**src/rtl/fetch_unit_pkg.sv**
```systemverilog
// rtl/fetch_unit_pkg.sv - shared constants, field layout and FSM encoding for the fetch unit
package fetch_unit_pkg;

  localparam int WORD_WIDTH_DEFAULT     = 16;
  localparam int TIMEOUT_CYCLES_DEFAULT = 255;

  // Instruction field layout: [15:12] op, [11:8] dst, [7:4] extra op, [3:0] src
  localparam int FIELD_WIDTH = 4;
  localparam int OP_LSB      = 12;
  localparam int DST_LSB     = 8;
  localparam int EXTRA_LSB   = 4;
  localparam int SRC_LSB     = 0;

  typedef enum logic [3:0] {
    OP_NOP    = 4'h0,
    OP_ADD    = 4'h1,
    OP_SUB    = 4'h2,
    OP_AND    = 4'h3,
    OP_OR     = 4'h4,
    OP_LOAD   = 4'h5,
    OP_STORE  = 4'h6,
    OP_BRANCH = 4'h7,
    OP_EXT    = 4'hF
  } opcode_t;

  localparam logic [3:0] EXTRA_NONE  = 4'h0;
  localparam logic [3:0] EXTRA_SHL   = 4'h1;
  localparam logic [3:0] EXTRA_SHR   = 4'h2;
  localparam logic [3:0] EXTRA_IMM   = 4'h3;

  typedef enum logic {
    ST_IDLE = 1'b0,
    ST_WAIT = 1'b1
  } fetch_state_t;

  function automatic logic [FIELD_WIDTH-1:0] field_at(input logic [15:0] word, input int lsb);
    return word[lsb +: FIELD_WIDTH];
  endfunction

endpackage

```
**src/rtl/fetch_unit_if.sv**
```systemverilog
// rtl/fetch_unit_if.sv - instruction memory read port between fetch unit and memory
interface fetch_unit_if
  import fetch_unit_pkg::*;
#(
  parameter int WORD_WIDTH = WORD_WIDTH_DEFAULT
);
  logic                  memory_read_request;
  logic [WORD_WIDTH-1:0] memory_address;
  logic                  memory_read_valid;
  logic [WORD_WIDTH-1:0] memory_read_data;

  modport master (
    output memory_read_request,
    output memory_address,
    input  memory_read_valid,
    input  memory_read_data
  );

  modport slave (
    input  memory_read_request,
    input  memory_address,
    output memory_read_valid,
    output memory_read_data
  );
endinterface

```
**src/rtl/fetch_timeout_counter.sv**
```systemverilog
// rtl/fetch_timeout_counter.sv - counts unanswered wait cycles and flags the last allowed one
module fetch_timeout_counter #(
  parameter int TIMEOUT_CYCLES = 255
) (
  input  logic clock,
  input  logic reset,
  input  logic clear,
  input  logic enable,
  output logic expired
);
  localparam int CW = $clog2(TIMEOUT_CYCLES + 1);

  logic [CW-1:0] count;

  // Count enabled cycles; clear holds the count at zero while no read is outstanding
  always_ff @(posedge clock or negedge reset) begin
    if (!reset) begin
      count <= '0;
    end else if (clear) begin
      count <= '0;
    end else if (enable) begin
      count <= count + 1'b1;
    end
  end

  // Fires during the TIMEOUT_CYCLES-th unanswered cycle so the read is dropped at that edge
  assign expired = enable && (count == CW'(TIMEOUT_CYCLES - 1));
endmodule

```
**src/rtl/fetch_unit.sv**
```systemverilog
// rtl/fetch_unit.sv - instruction fetch FSM with jump redirect and read timeout
module fetch_unit
  import fetch_unit_pkg::*;
#(
  parameter int WORD_WIDTH     = WORD_WIDTH_DEFAULT,
  parameter int TIMEOUT_CYCLES = TIMEOUT_CYCLES_DEFAULT
) (
  input  logic                  clock,
  input  logic                  reset,
  input  logic                  fetch_request,
  input  logic                  jump_enable,
  input  logic [WORD_WIDTH-1:0] jump_target,
  fetch_unit_if.master          mem,
  output logic [WORD_WIDTH-1:0] instruction,
  output logic [3:0]            instruction_operation,
  output logic [3:0]            instruction_destination,
  output logic [3:0]            instruction_operation_extra,
  output logic [3:0]            instruction_source,
  output logic [WORD_WIDTH-1:0] program_counter,
  output logic                  fetch_done,
  output logic                  fetch_error
);

  fetch_state_t          state, state_next;
  logic [WORD_WIDTH-1:0] address, address_next;
  logic                  request, request_next;
  logic [WORD_WIDTH-1:0] pc_next, instruction_next;
  logic                  error_next;
  logic                  complete, complete_next;
  logic                  pending_valid, pending_valid_next;
  logic [WORD_WIDTH-1:0] pending_target, pending_target_next;
  logic                  timer_clear, timer_enable, timer_expired;
  logic                  redirect;
  logic [WORD_WIDTH-1:0] redirect_target;

  fetch_timeout_counter #(
    .TIMEOUT_CYCLES(TIMEOUT_CYCLES)
  ) u_timeout (
    .clock  (clock),
    .reset  (reset),
    .clear  (timer_clear),
    .enable (timer_enable),
    .expired(timer_expired)
  );

  // A jump arriving in the completing cycle is newer than any latched one, so it wins
  assign redirect        = jump_enable | pending_valid;
  assign redirect_target = jump_enable ? jump_target : pending_target;

  assign mem.memory_read_request = request;
  assign mem.memory_address      = address;

  assign instruction_operation       = field_at(instruction[15:0], OP_LSB);
  assign instruction_destination     = field_at(instruction[15:0], DST_LSB);
  assign instruction_operation_extra = field_at(instruction[15:0], EXTRA_LSB);
  assign instruction_source          = field_at(instruction[15:0], SRC_LSB);

  // FSM state register
  always_ff @(posedge clock or negedge reset) begin
    if (!reset) begin
      state <= ST_IDLE;
    end else begin
      state <= state_next;
    end
  end

  // Next-state and next-register decode for IDLE/WAIT
  always_comb begin
    state_next          = state;
    address_next        = address;
    request_next        = request;
    pc_next             = program_counter;
    instruction_next    = instruction;
    error_next          = fetch_error;
    complete_next       = 1'b0;
    pending_valid_next  = pending_valid;
    pending_target_next = pending_target;
    timer_clear         = 1'b0;
    timer_enable        = 1'b0;
    case (state)
      ST_IDLE: begin
        timer_clear        = 1'b1;
        pending_valid_next = 1'b0;
        if (jump_enable) begin
          pc_next = jump_target;
        end
        if (fetch_request) begin
          address_next = jump_enable ? jump_target : program_counter;
          request_next = 1'b1;
          state_next   = ST_WAIT;
        end
      end
      ST_WAIT: begin
        timer_enable = !mem.memory_read_valid;
        if (jump_enable) begin
          pending_valid_next  = 1'b1;
          pending_target_next = jump_target;
        end
        if (mem.memory_read_valid) begin
          instruction_next   = mem.memory_read_data;
          request_next       = 1'b0;
          complete_next      = 1'b1;
          pending_valid_next = 1'b0;
          pc_next            = redirect ? redirect_target : address + 1'b1;
          state_next         = ST_IDLE;
        end else if (timer_expired) begin
          error_next         = 1'b1;
          request_next       = 1'b0;
          pending_valid_next = 1'b0;
          if (redirect) begin
            pc_next = redirect_target;
          end
          state_next = ST_IDLE;
        end
      end
      default: state_next = ST_IDLE;
    endcase
  end

  // Datapath registers; fetch_done trails the instruction update by one cycle via complete
  always_ff @(posedge clock or negedge reset) begin
    if (!reset) begin
      address         <= '0;
      request         <= 1'b0;
      program_counter <= '0;
      instruction     <= '0;
      fetch_error     <= 1'b0;
      complete        <= 1'b0;
      fetch_done      <= 1'b0;
      pending_valid   <= 1'b0;
      pending_target  <= '0;
    end else begin
      address         <= address_next;
      request         <= request_next;
      program_counter <= pc_next;
      instruction     <= instruction_next;
      fetch_error     <= error_next;
      complete        <= complete_next;
      fetch_done      <= complete;
      pending_valid   <= pending_valid_next;
      pending_target  <= pending_target_next;
    end
  end

endmodule

```
**src/flat_wrapper.sv**
```systemverilog
// flat-port wrapper written by rule: the top's interface ports become plain ports
module fetch_unit_flat import fetch_unit_pkg::*;
#(
  parameter int WORD_WIDTH     = WORD_WIDTH_DEFAULT,
  parameter int TIMEOUT_CYCLES = TIMEOUT_CYCLES_DEFAULT
)
  (clock, reset, fetch_request, jump_enable, jump_target, instruction, instruction_operation, instruction_destination, instruction_operation_extra, instruction_source, program_counter, fetch_done, fetch_error, mem_memory_read_request, mem_memory_address, mem_memory_read_valid, mem_memory_read_data);
  fetch_unit_if #(.WORD_WIDTH(WORD_WIDTH)) mem_i ();
  input  logic clock;
  input  logic reset;
  input  logic fetch_request;
  input  logic jump_enable;
  input  logic [WORD_WIDTH-1:0] jump_target;
  output logic [WORD_WIDTH-1:0] instruction;
  output logic [3:0] instruction_operation;
  output logic [3:0] instruction_destination;
  output logic [3:0] instruction_operation_extra;
  output logic [3:0] instruction_source;
  output logic [WORD_WIDTH-1:0] program_counter;
  output logic fetch_done;
  output logic fetch_error;
  output wire logic [$bits(mem_i.memory_read_request)-1:0] mem_memory_read_request;
  output wire logic [$bits(mem_i.memory_address)-1:0] mem_memory_address;
  input wire logic [$bits(mem_i.memory_read_valid)-1:0] mem_memory_read_valid;
  input wire logic [$bits(mem_i.memory_read_data)-1:0] mem_memory_read_data;
  assign mem_memory_read_request = mem_i.memory_read_request;
  assign mem_memory_address = mem_i.memory_address;
  assign mem_i.memory_read_valid = mem_memory_read_valid;
  assign mem_i.memory_read_data = mem_memory_read_data;
  fetch_unit #(.WORD_WIDTH(WORD_WIDTH), .TIMEOUT_CYCLES(TIMEOUT_CYCLES)) u_core (.clock(clock), .reset(reset), .fetch_request(fetch_request), .jump_enable(jump_enable), .jump_target(jump_target), .mem(mem_i), .instruction(instruction), .instruction_operation(instruction_operation), .instruction_destination(instruction_destination), .instruction_operation_extra(instruction_operation_extra), .instruction_source(instruction_source), .program_counter(program_counter), .fetch_done(fetch_done), .fetch_error(fetch_error));
endmodule
```
**config.mk**
```make
export PLATFORM = sky130hd
export DESIGN_NAME = fetch_unit_flat
export DESIGN_NICKNAME = d
export VERILOG_FILES = /design/src/rtl/fetch_unit_pkg.sv /design/src/rtl/fetch_unit_if.sv /design/src/rtl/fetch_timeout_counter.sv /design/src/rtl/fetch_unit.sv /design/src/flat_wrapper.sv
export SDC_FILE = /design/constraint.sdc
export NUM_CORES = 1
export LEC_CHECK = 0
export CORE_MARGIN = 2
export CORE_UTILIZATION = 30
export CTS_CLUSTER_SIZE = 30
export DETAILED_ROUTE_END_ITERATION = 7
export GPL_TIMING_DRIVEN = 1
export PLACE_DENSITY_LB_ADDON = 0.05
export SYNTH_ARGS = -nofsm -noshare
export SYNTH_HDL_FRONTEND = slang
export SYNTH_HIERARCHICAL = 1
export SYNTH_SLANG_ARGS = --single-unit
export TNS_END_PERCENT = 1
```
**constraint.sdc**
```tcl
create_clock -name clock -period 3.3 [get_ports clock]
set_input_delay 0.33 -clock clock [delete_from_list [all_inputs] [get_ports clock]]
set_output_delay 0.33 -clock clock [all_outputs]
set_load 0.005 [all_outputs]
```
== After elaboration in Yosys (flattened, before gate mapping) ==
Cells that the tools add are included.

* Register bits: 78
* Output and inout bits: 67
* Logic and storage cells: 53

* $add $sub $neg: 2
* Equality and inequality tests: 6
* Muxes and demuxes: 24
* Bitwise operators: 3
* Reduce and logical (&&, ||, !) cells: 7

{| class="wikitable"
|+ Operators with widths
! operator !! number
|-
| two-way mux 16 bit || 6
|-
| one-hot mux 16 bit (2 select lines) || 1
|-
| adder 16 x 1 -> 16 bit (second input constant) || 1
|-
| two-way mux 8 bit || 2
|-
| two-way mux 1 bit || 12
|-
| adder 8 x 1 -> 8 bit (second input constant) || 1
|-
| == test 8 bit (second input constant) || 1
|-
| AND reduction 2 bit || 4
|-
| inequality test 3 bit (second input constant) || 2
|-
| one-hot mux 1 bit (2 select lines) || 3
|-
| inequality test 2 bit (second input constant) || 2
|-
| inequality test 4 bit (second input constant) || 1
|-
| AND reduction 3 bit || 1
|-
| inverter 1 bit || 2
|-
| logical AND 1 bit || 1
|-
| logical NOT 1 bit || 1
|-
| OR 1 bit || 1
|}

== Depth between registers and ports, before layout ==
Gate-level depths: netlist (run 1).

* Depth after elaboration: 6
* Mapped depth: 11

== Hierarchy ==
The synthesis (run 1) kept the hierarchy.

{| class="wikitable"
|+ By module, submodules not included
! module !! times used !! cells each !! area an instance (µm²) !! sequential area each (µm²)
|-
| fetch_unit || 1 || 340 || 3629.7 || 1751.7
|-
| fetch_timeout_counter || 1 || 41 || 411.6 || 200.2
|}

== Worst setup path after synthesis (run 1) ==
Ideal clock, no wire load.

* Path type: input -> register
* Start point: in mem_memory_read_valid
* End point: reg u_core.program_counter[14]
* Library setup time: 0.121 ns
* Arrival time: 1.856 ns
* Required time: 3.179 ns
* Path slack: 1.323 ns
* Stages on the path: 11
* Buffers on the path: 3
* Cell sequence: buf_4 nand2b_4 inv_1 buf_4 nand4_1 nor2_1 buf_2 o21a_1 nor2_1 a22o_1 o22a_1

* Cells in the longest elaborated chain, start to end: 5
* Elaborated cells between the ends (all ways): 8
* Those cells by class: eq/ne: 2; mux: 3; reduce/logical: 3

{| class="wikitable"
|+ Ends and longest elaborated chain
! element !! RTL line !! source
|-
| start: declaration || flat_wrapper.sv:24 || <nowiki>input wire logic [$bits(mem_i.memory_read_valid)-1:0] mem_memory_read_valid;</nowiki>
|-
| logical NOT 1 bit || fetch_unit.sv:94 || <nowiki>timer_enable = !mem.memory_read_valid;</nowiki>
|-
| two-way mux 1 bit || fetch_unit.sv:80 || <nowiki>case (state)</nowiki>
|-
| via u_core.timer_enable || fetch_unit.sv:32 || <nowiki>logic timer_clear, timer_enable, timer_expired;</nowiki>
|-
| logical AND 1 bit || fetch_timeout_counter.sv:27 || <nowiki>assign expired = enable && (count == CW'(TIMEOUT_CYCLES - 1));</nowiki>
|-
| via u_core.timer_expired || fetch_unit.sv:32 ||
|-
| inequality test 3 bit (no source line) || n/a ||
|-
| AND reduction 2 bit (no source line) || n/a ||
|-
| end signal: assignment || fetch_unit.sv:135 || <nowiki>program_counter <= pc_next;</nowiki>
|-
| end: declaration || fetch_unit.sv:19 || <nowiki>output logic [WORD_WIDTH-1:0] program_counter,</nowiki>
|}

The timed path passes the listed nets, and every way through them passes these cells.
A chain may end at the register's enable or synchronous reset.

== Final worst setup path (run 1) ==
Same ends and word-level chain as after synthesis.

==> results of run 1 <==
[path summary, 6_finish.rpt]
| check | startpoint | slack [ps] | end | depth (start not counted) |
|---|---|---|---|---|
| worst max register to register | u_core/state | 1120 | u_core/program_counter[14] | 9 |
| max in group asynchronous | reset | 2450 | u_core/u_timeout/count[2] | 1 |
| worst min register to register | u_core/complete | 350 | u_core/fetch_done | 0 |
| min in group clock | u_core/complete | 350 | u_core/fetch_done | 0 |
| worst max-delay path | mem_memory_read_valid | 1000 | u_core/program_counter[14] | 10 |
| worst min-delay path | reset | 170 | u_core/pending_target[5] | 1 |
[cell type report]
cell class | count | area, um^2 | share of cell area (%)
clock inverter | 4 | 95.1 | 1.74
timing repair buffer | 111 | 1090 | 19.9
inverter | 9 | 33.8 | 0.619
clock buffer | 12 | 236 | 4.33
multi-input combinational | 260 | 1830 | 33.6
tap | 176 | 220 | 4.03
sequential | 78 | 1950 | 35.8
[power breakdown]
group          leakage, nW  total (mW)  internal (mW)  switching, mW
registers            0.958        1.39           1.17          0.224
logic                 1.12       0.966          0.600          0.366
clock network        0.161        1.14          0.739          0.397
[critical path, cell delays in order]
cell,delay (ps)
clkdlybuf4s50_1,430
nand2b_4,180
inv_1,250
nand4_1,130
nor2_1,230
buf_4,210
o21a_1,180
nor2_1,160
a22o_1,270
o22a_1,160
[routing by layer]
layer / share of wire (%) / track usage, % / routed length (um) / up-vias
met5: 0 / 0 / 0 / -
met4: 0.61 / 4.41 / 68 / 0
met3: 5.2 / 5.13 / 584 / 4
met2: 46 / 23.8 / 5140 / 73
met1: 48 / 23.3 / 5350 / 1559
li1: - / - / - / 1535
[stage by stage]
| stage | cells | instance area (um^2) | hold WS (ps) | util, % | power, mW |
|---|---|---|---|---|---|
| after floorplan | 381 | 4040 | 34.4 | - | 1.83 |
| after global placement | 634 | 5130 | 333 | 38.9 | 2.37 |
| after detailed placement | 634 | 5130 | 342 | 38.9 | 2.38 |
| after CTS | 650 | 5460 | 216 | 41.4 | 3.54 |
| after global routing | 650 | 5460 | 248 | 41.4 | 3.71 |
| final | 650 | 5460 | 169 | 41.4 | 3.49 |
[flip-flops by register name (all words and copies together) (netlist names)]
name and cells:
u_core/instruction 16, u_core/mem.memory_address 16, u_core/pending_target 16, u_core/program_counter 16, u_core/u_timeout/count 8, u_core/complete 1, u_core/fetch_done 1, u_core/fetch_error 1
u_core/mem.memory_read_request 1, u_core/pending_valid 1, u_core/state 1
[synth_stat cells, drive strengths merged (2+ instances only)]
cell type,number,share of area [%]
a221oi,2,0.43
xor2,5,1.1
o31ai,2,0.37
o21a,4,0.77
nor2,17,1.6
o22a,3,0.65
a22oi,7,1.3
a21o,3,0.56
inv,9,0.84
buf,29,5.0
nor2b,2,0.50
nand2b,2,0.50
nand2,40,3.8
o21ai,36,4.6
a31oi,5,0.77
nand3,10,1.8
ha,3,0.93
o211ai,3,0.56
clkbuf,5,0.46
a21oi,13,1.6
mux2i,11,2.7
nor3,7,0.87
nand4,6,1.3
dfrtp,78,48
a31o,2,0.43
and3,5,0.80
xnor2,6,1.3
o2bb2ai,2,0.90
nor4,5,0.93
a21boi,6,1.1
or3,6,0.93
mux2,32,8.9
a22o,4,0.87
[cells by family (layout without fill, tap and decap cells)]
| kind of cell | Yosys count | count (layout) |
|---|---|---|
| buf+inv | 43 | 136 |
| fa+ha+maj | 3 | 3 |
| mux | 43 | 43 |
| xor+xnor | 11 | 11 |
| flops | 78 | 78 |
| simple gates | 105 | 105 |
| compound gates | 98 | 98 |
==> results.json, run 1 <==
{
  "outcome": "completed",
  "vdd_drop_max_mv": 0.220,
  "synth_fp_nets": 421,
  "synth_ff_type": "dfrtp_1",
  "cts_resized": 0,
  "cap_violations": 0,
  "startpoint_type": "input pin",
  "layout_commonest_cell": "clkdlybuf4s50_1",
  "htreeDepth": 3,
  "synth.avg_cell_area_um2": 10.6,
  "clock_sinks": 78,
  "cp_data_arrival_time_ps": 2530,
  "slew-limit-headroom_pct": 30.1,
  "n_fill_cell": 1301,
  "diodes": 0,
  "crit_type": "input pin to register",
  "cp-end-kind": "register",
  "synth-compound-area-share_pct": 16.3,
  "die_h_um": 120,
  "crit_fanout": 9,
  "initial_utilization_pct": 30.6,
  "dp_hpwl_mm": 7.57,
  "overflow": 0,
  "finalClockSkew_ps": 9.51,
  "postCtsSetupBuffers": 0,
  "dieArea_um2": 14400,
  "grt_pass1_vias": 3181,
  "rows": 42,
  "final_layout_size_suffix_gt1_share_pct": 15.6,
  "postSynthRegisterBits": 78,
  "via_per_inst": 4.88,
  "drtIter0Drc": 188,
  "vias": 3171,
  "syn-cell-area_um2": 4040,
  "drc_errors": 0,
  "post-route-period-util_pct": 69.7,
  "synth_fa_ha_area_share_pct": 0.929,
  "cts.path.max_buffers": 2,
  "preCtsSetupSlack_ps": 653,
  "ant_nets": 0,
  "setup_ws_ps": 998,
  "drv_slew": 0,
  "setup_violations": 0,
  "synth_edf_count": 0,
  "yosysWarnings": 6,
  "grt.total_usage_pct": 16.3,
  "cp.required_ps": 3530,
  "drtPass1Iterations": 4,
  "antenna_found_initial": 0,
  "nets": 509,
  "synthSimpleGateAreaFrac_pct": 14.1,
  "grt_max_degree": 79,
  "cts_buffers": 9,
  "cts_root_buf": "clkbuf_16",
  "finalHoldViolCount": 0,
  "clkLatencyLatePin_ps": 350,
  "netlist_instances": 381,
  "period_minus_slack_ps": 2300,
  "die_x_um": 120,
  "fmax_mhz": 434,
  "async_reset_ff_share_pct": 100,
  "setup_tns_ps": 0,
  "gp_congestion": 0.768,
  "synth_xor_area_share_pct": 2.38,
  "synth_top_family_by_area": "compound AO/OA/AOI/OAI gates",
  "hold_buffers": 0,
  "p_per_area_nw_per_um2": 640,
  "rsz0062_at_grt": "no",
  "worst_pin_slew_ps": 1050,
  "final_cell_mix": "clkdlybuf4s50_1 (102), dfrtp_1 (78), nand2_1 (38)",
  "port-buffer-count": 103,
  "synth.mux.area_fraction_pct": 11.6,
  "wl_per_cell_um": 17.1,
  "io_pins": 104,
  "cts_tree": "yes",
  "hp-class": "input pin to async pin",
  "syn_to_final_growth_pct": 35.1,
  "p_leak_nw": 2.24,
  "clk_pin_slew_ps": 60,
  "wl_mm": 11.1,
  "core_um2": 13200,
  "grt_first_pass_wirelength_mm": 17.9,
  "synth_cell_types": 59,
  "synth_seq_area_share_pct": 48.3
}
No activity file was read; power rests on OpenSTA's default activity.
==> inputs of run 2 (changes only) <==
==> constraint.sdc (replaced) <==
create_clock -name clock -period 2 [get_ports clock]
set_input_delay 0.2 -clock clock [delete_from_list [all_inputs] [get_ports clock]]
set_output_delay 0.2 -clock clock [all_outputs]
set_load 0.005 [all_outputs]
==> results.json, run 2 (synthesized netlist as in run 1, its figures left out) <==
{
  "cp_data_arrival_time_ps": 2030,
  "drtPass1Iterations": 4,
  "drv_slew": 0,
  "overflow": 0,
  "grt_first_pass_wirelength_mm": 17.8,
  "dp_hpwl_mm": 8.17,
  "setup_violations": 0,
  "design_power_total_mw": 5.49,
  "layout_commonest_cell": "clkdlybuf4s50_1",
  "cts_buffers": 9,
  "cts.path.max_buffers": 2,
  "intPower_mw": 3.90,
  "setup_tns_ps": 0,
  "wl_per_cell_um": 16.5,
  "dieArea_um2": 14400,
  "vdd_drop_max_mv": 0.501,
  "cts_root_buf": "clkbuf_16",
  "cap_violations": 0,
  "startpoint_type": "register",
  "core_um2": 13200,
  "seqCellArea_um2": 1950,
  "crit_type": "register to register",
  "n_fill_cell": 1326,
  "p_sw_mw": 1.59,
  "port-buffer-count": 103,
  "grt_max_degree": 46,
  "clkLatencyLatePin_ps": 340,
  "drtIter0Drc": 198,
  "htreeDepth": 3,
  "clk_pin_slew_ps": 60,
  "crit_fanout": 5,
  "initial_utilization_pct": 30.6,
  "worst_pin_slew_ps": 610,
  "grt_pass1_vias": 3336,
  "ant_nets": 0,
  "syn_to_final_growth_pct": 38.5,
  "die_x_um": 120,
  "outcome": "completed",
  "finalClockSkew_ps": 4.78,
  "rsz0062_at_grt": "no",
  "cp-end-kind": "register",
  "grt.total_usage_pct": 16.2,
  "p_leak_nw": 2.34,
  "hp-class": "register to register",
  "cpMostUsedCell": "nor2_1",
  "gp_congestion": 0.799,
  "rrSetupSlack_ps": 190,
  "final_cell_mix": "clkdlybuf4s50_1 (102), dfrtp_1 (78), nand2_1 (38)",
  "via_per_inst": 4.92,
  "drc_errors": 0,
  "p_per_area_nw_per_um2": 981,
  "slew-limit-headroom_pct": 59.3,
  "final_layout_size_suffix_gt1_share_pct": 19.6,
  "clkPwrFrac_pct": 28.1,
  "postCtsSetupBuffers": 0,
  "cp.required_ps": 2230,
  "fmax_mhz": 553,
  "diodes": 0,
  "wl_mm": 11.1,
  "slowest_stage": "dfrtp_1",
  "clock_sinks": 78,
  "max_stage_delay_ps": 430,
  "post-route-period-util_pct": 90.4,
  "crit_chain": "ha_1, nand4_1, nor2_1, o21a_1, nor2_1, buf_4, a21oi_1, a22o_1",
  "multi_input_area_um2": 1830,
  "pwr-share-comb_pct": 30.4,
  "die_h_um": 120,
  "io_pins": 104,
  "switching_share_pct": 29.0,
  "period_minus_slack_ps": 1810,
  "pwr-share-seq_pct": 41.5,
  "nets": 533,
  "vias": 3306,
  "finalHoldViolCount": 0,
  "antenna_found_initial": 0,
  "cts_tree": "yes",
  "rows": 42
}
-- run 2: power groups by stage --
stage          sequential [mW]  clock [mW]  combinational [mW]
6_report                  2.28        1.54                1.67
5_1_grt                   2.34        1.67                1.83
4_1_cts                   2.29        1.60                1.70
3_5_place_dp              2.31           0                1.69
3_3_place_gp              2.30           0                1.68
2_1_floorplan             2.24           0               0.788
-- run 2: layout make-up --
class / count / share of cell area, %
clock buffers: 13 / 4.83
well taps: 176 / 3.93
inverters: 9 / 0.603
flip-flops and latches: 78 / 34.9
multi-input cells: 260 / 32.7
repair buffers: 135 / 22.9
clock inverters: 1 / 0.0894
-- run 2: repair_timing --
item / CTS / global route
resized for setup: 0 / 0
endpoints found under the hold margin: 43 / 0
endpoints found under the setup margin: 0 / 0
hold buffers: 1 / 0
-- run 2: path summary, 6_finish.rpt --
check	from	depth (start not counted)	endpoint
max	u_core/u_timeout/count[1]	8	u_core/program_counter[3]
min	u_core/complete	0	u_core/fetch_done
max reg2reg	u_core/u_timeout/count[1]	8	u_core/program_counter[3]
min reg2reg	u_core/complete	0	u_core/fetch_done
max in group asynchronous	reset	3	u_core/mem.memory_address[1]
min in group asynchronous	reset	2	u_core/program_counter[5]
-- run 2: critical path: cells and delay by family (launching register included) --
family	cells	cell delay [ps]
AO/OA/AOI/OAI	3	350
AND/OR/NAND/NOR	3	510
adder cells (fa/ha/maj)	1	210
flip-flops	1	430
buffers and inverters	1	190
-- run 2: per-stage QoR --
stage / instance area (um^2) / worst slack, ps / hold WS [ps] / cells / utilization, %
2_1_floorplan: 4040 / 153 / -95.6 / 381 / -
3_3_place_gp: 5310 / 19.1 / 263 / 657 / 40.3
3_5_place_dp: 5310 / -34.5 / 262 / 657 / 40.3
4_1_cts: 5600 / 185 / 351 / 672 / 42.4
5_1_grt: 5600 / 53.7 / 361 / 672 / 42.4
6_report: 5600 / 192 / 347 / 672 / 42.4
-- run 2: routing by layer --
| layer | vias up | routed length (um) | track usage, % |
|---|---|---|---|
| met4 | 0 | 121 | 4.93 |
| met3 | 8 | 661 | 5.51 |
| met2 | 98 | 5190 | 24.6 |
| li1 | 1581 | - | - |
| met5 | - | 0 | 0 |
| met1 | 1619 | 5140 | 21.7 |
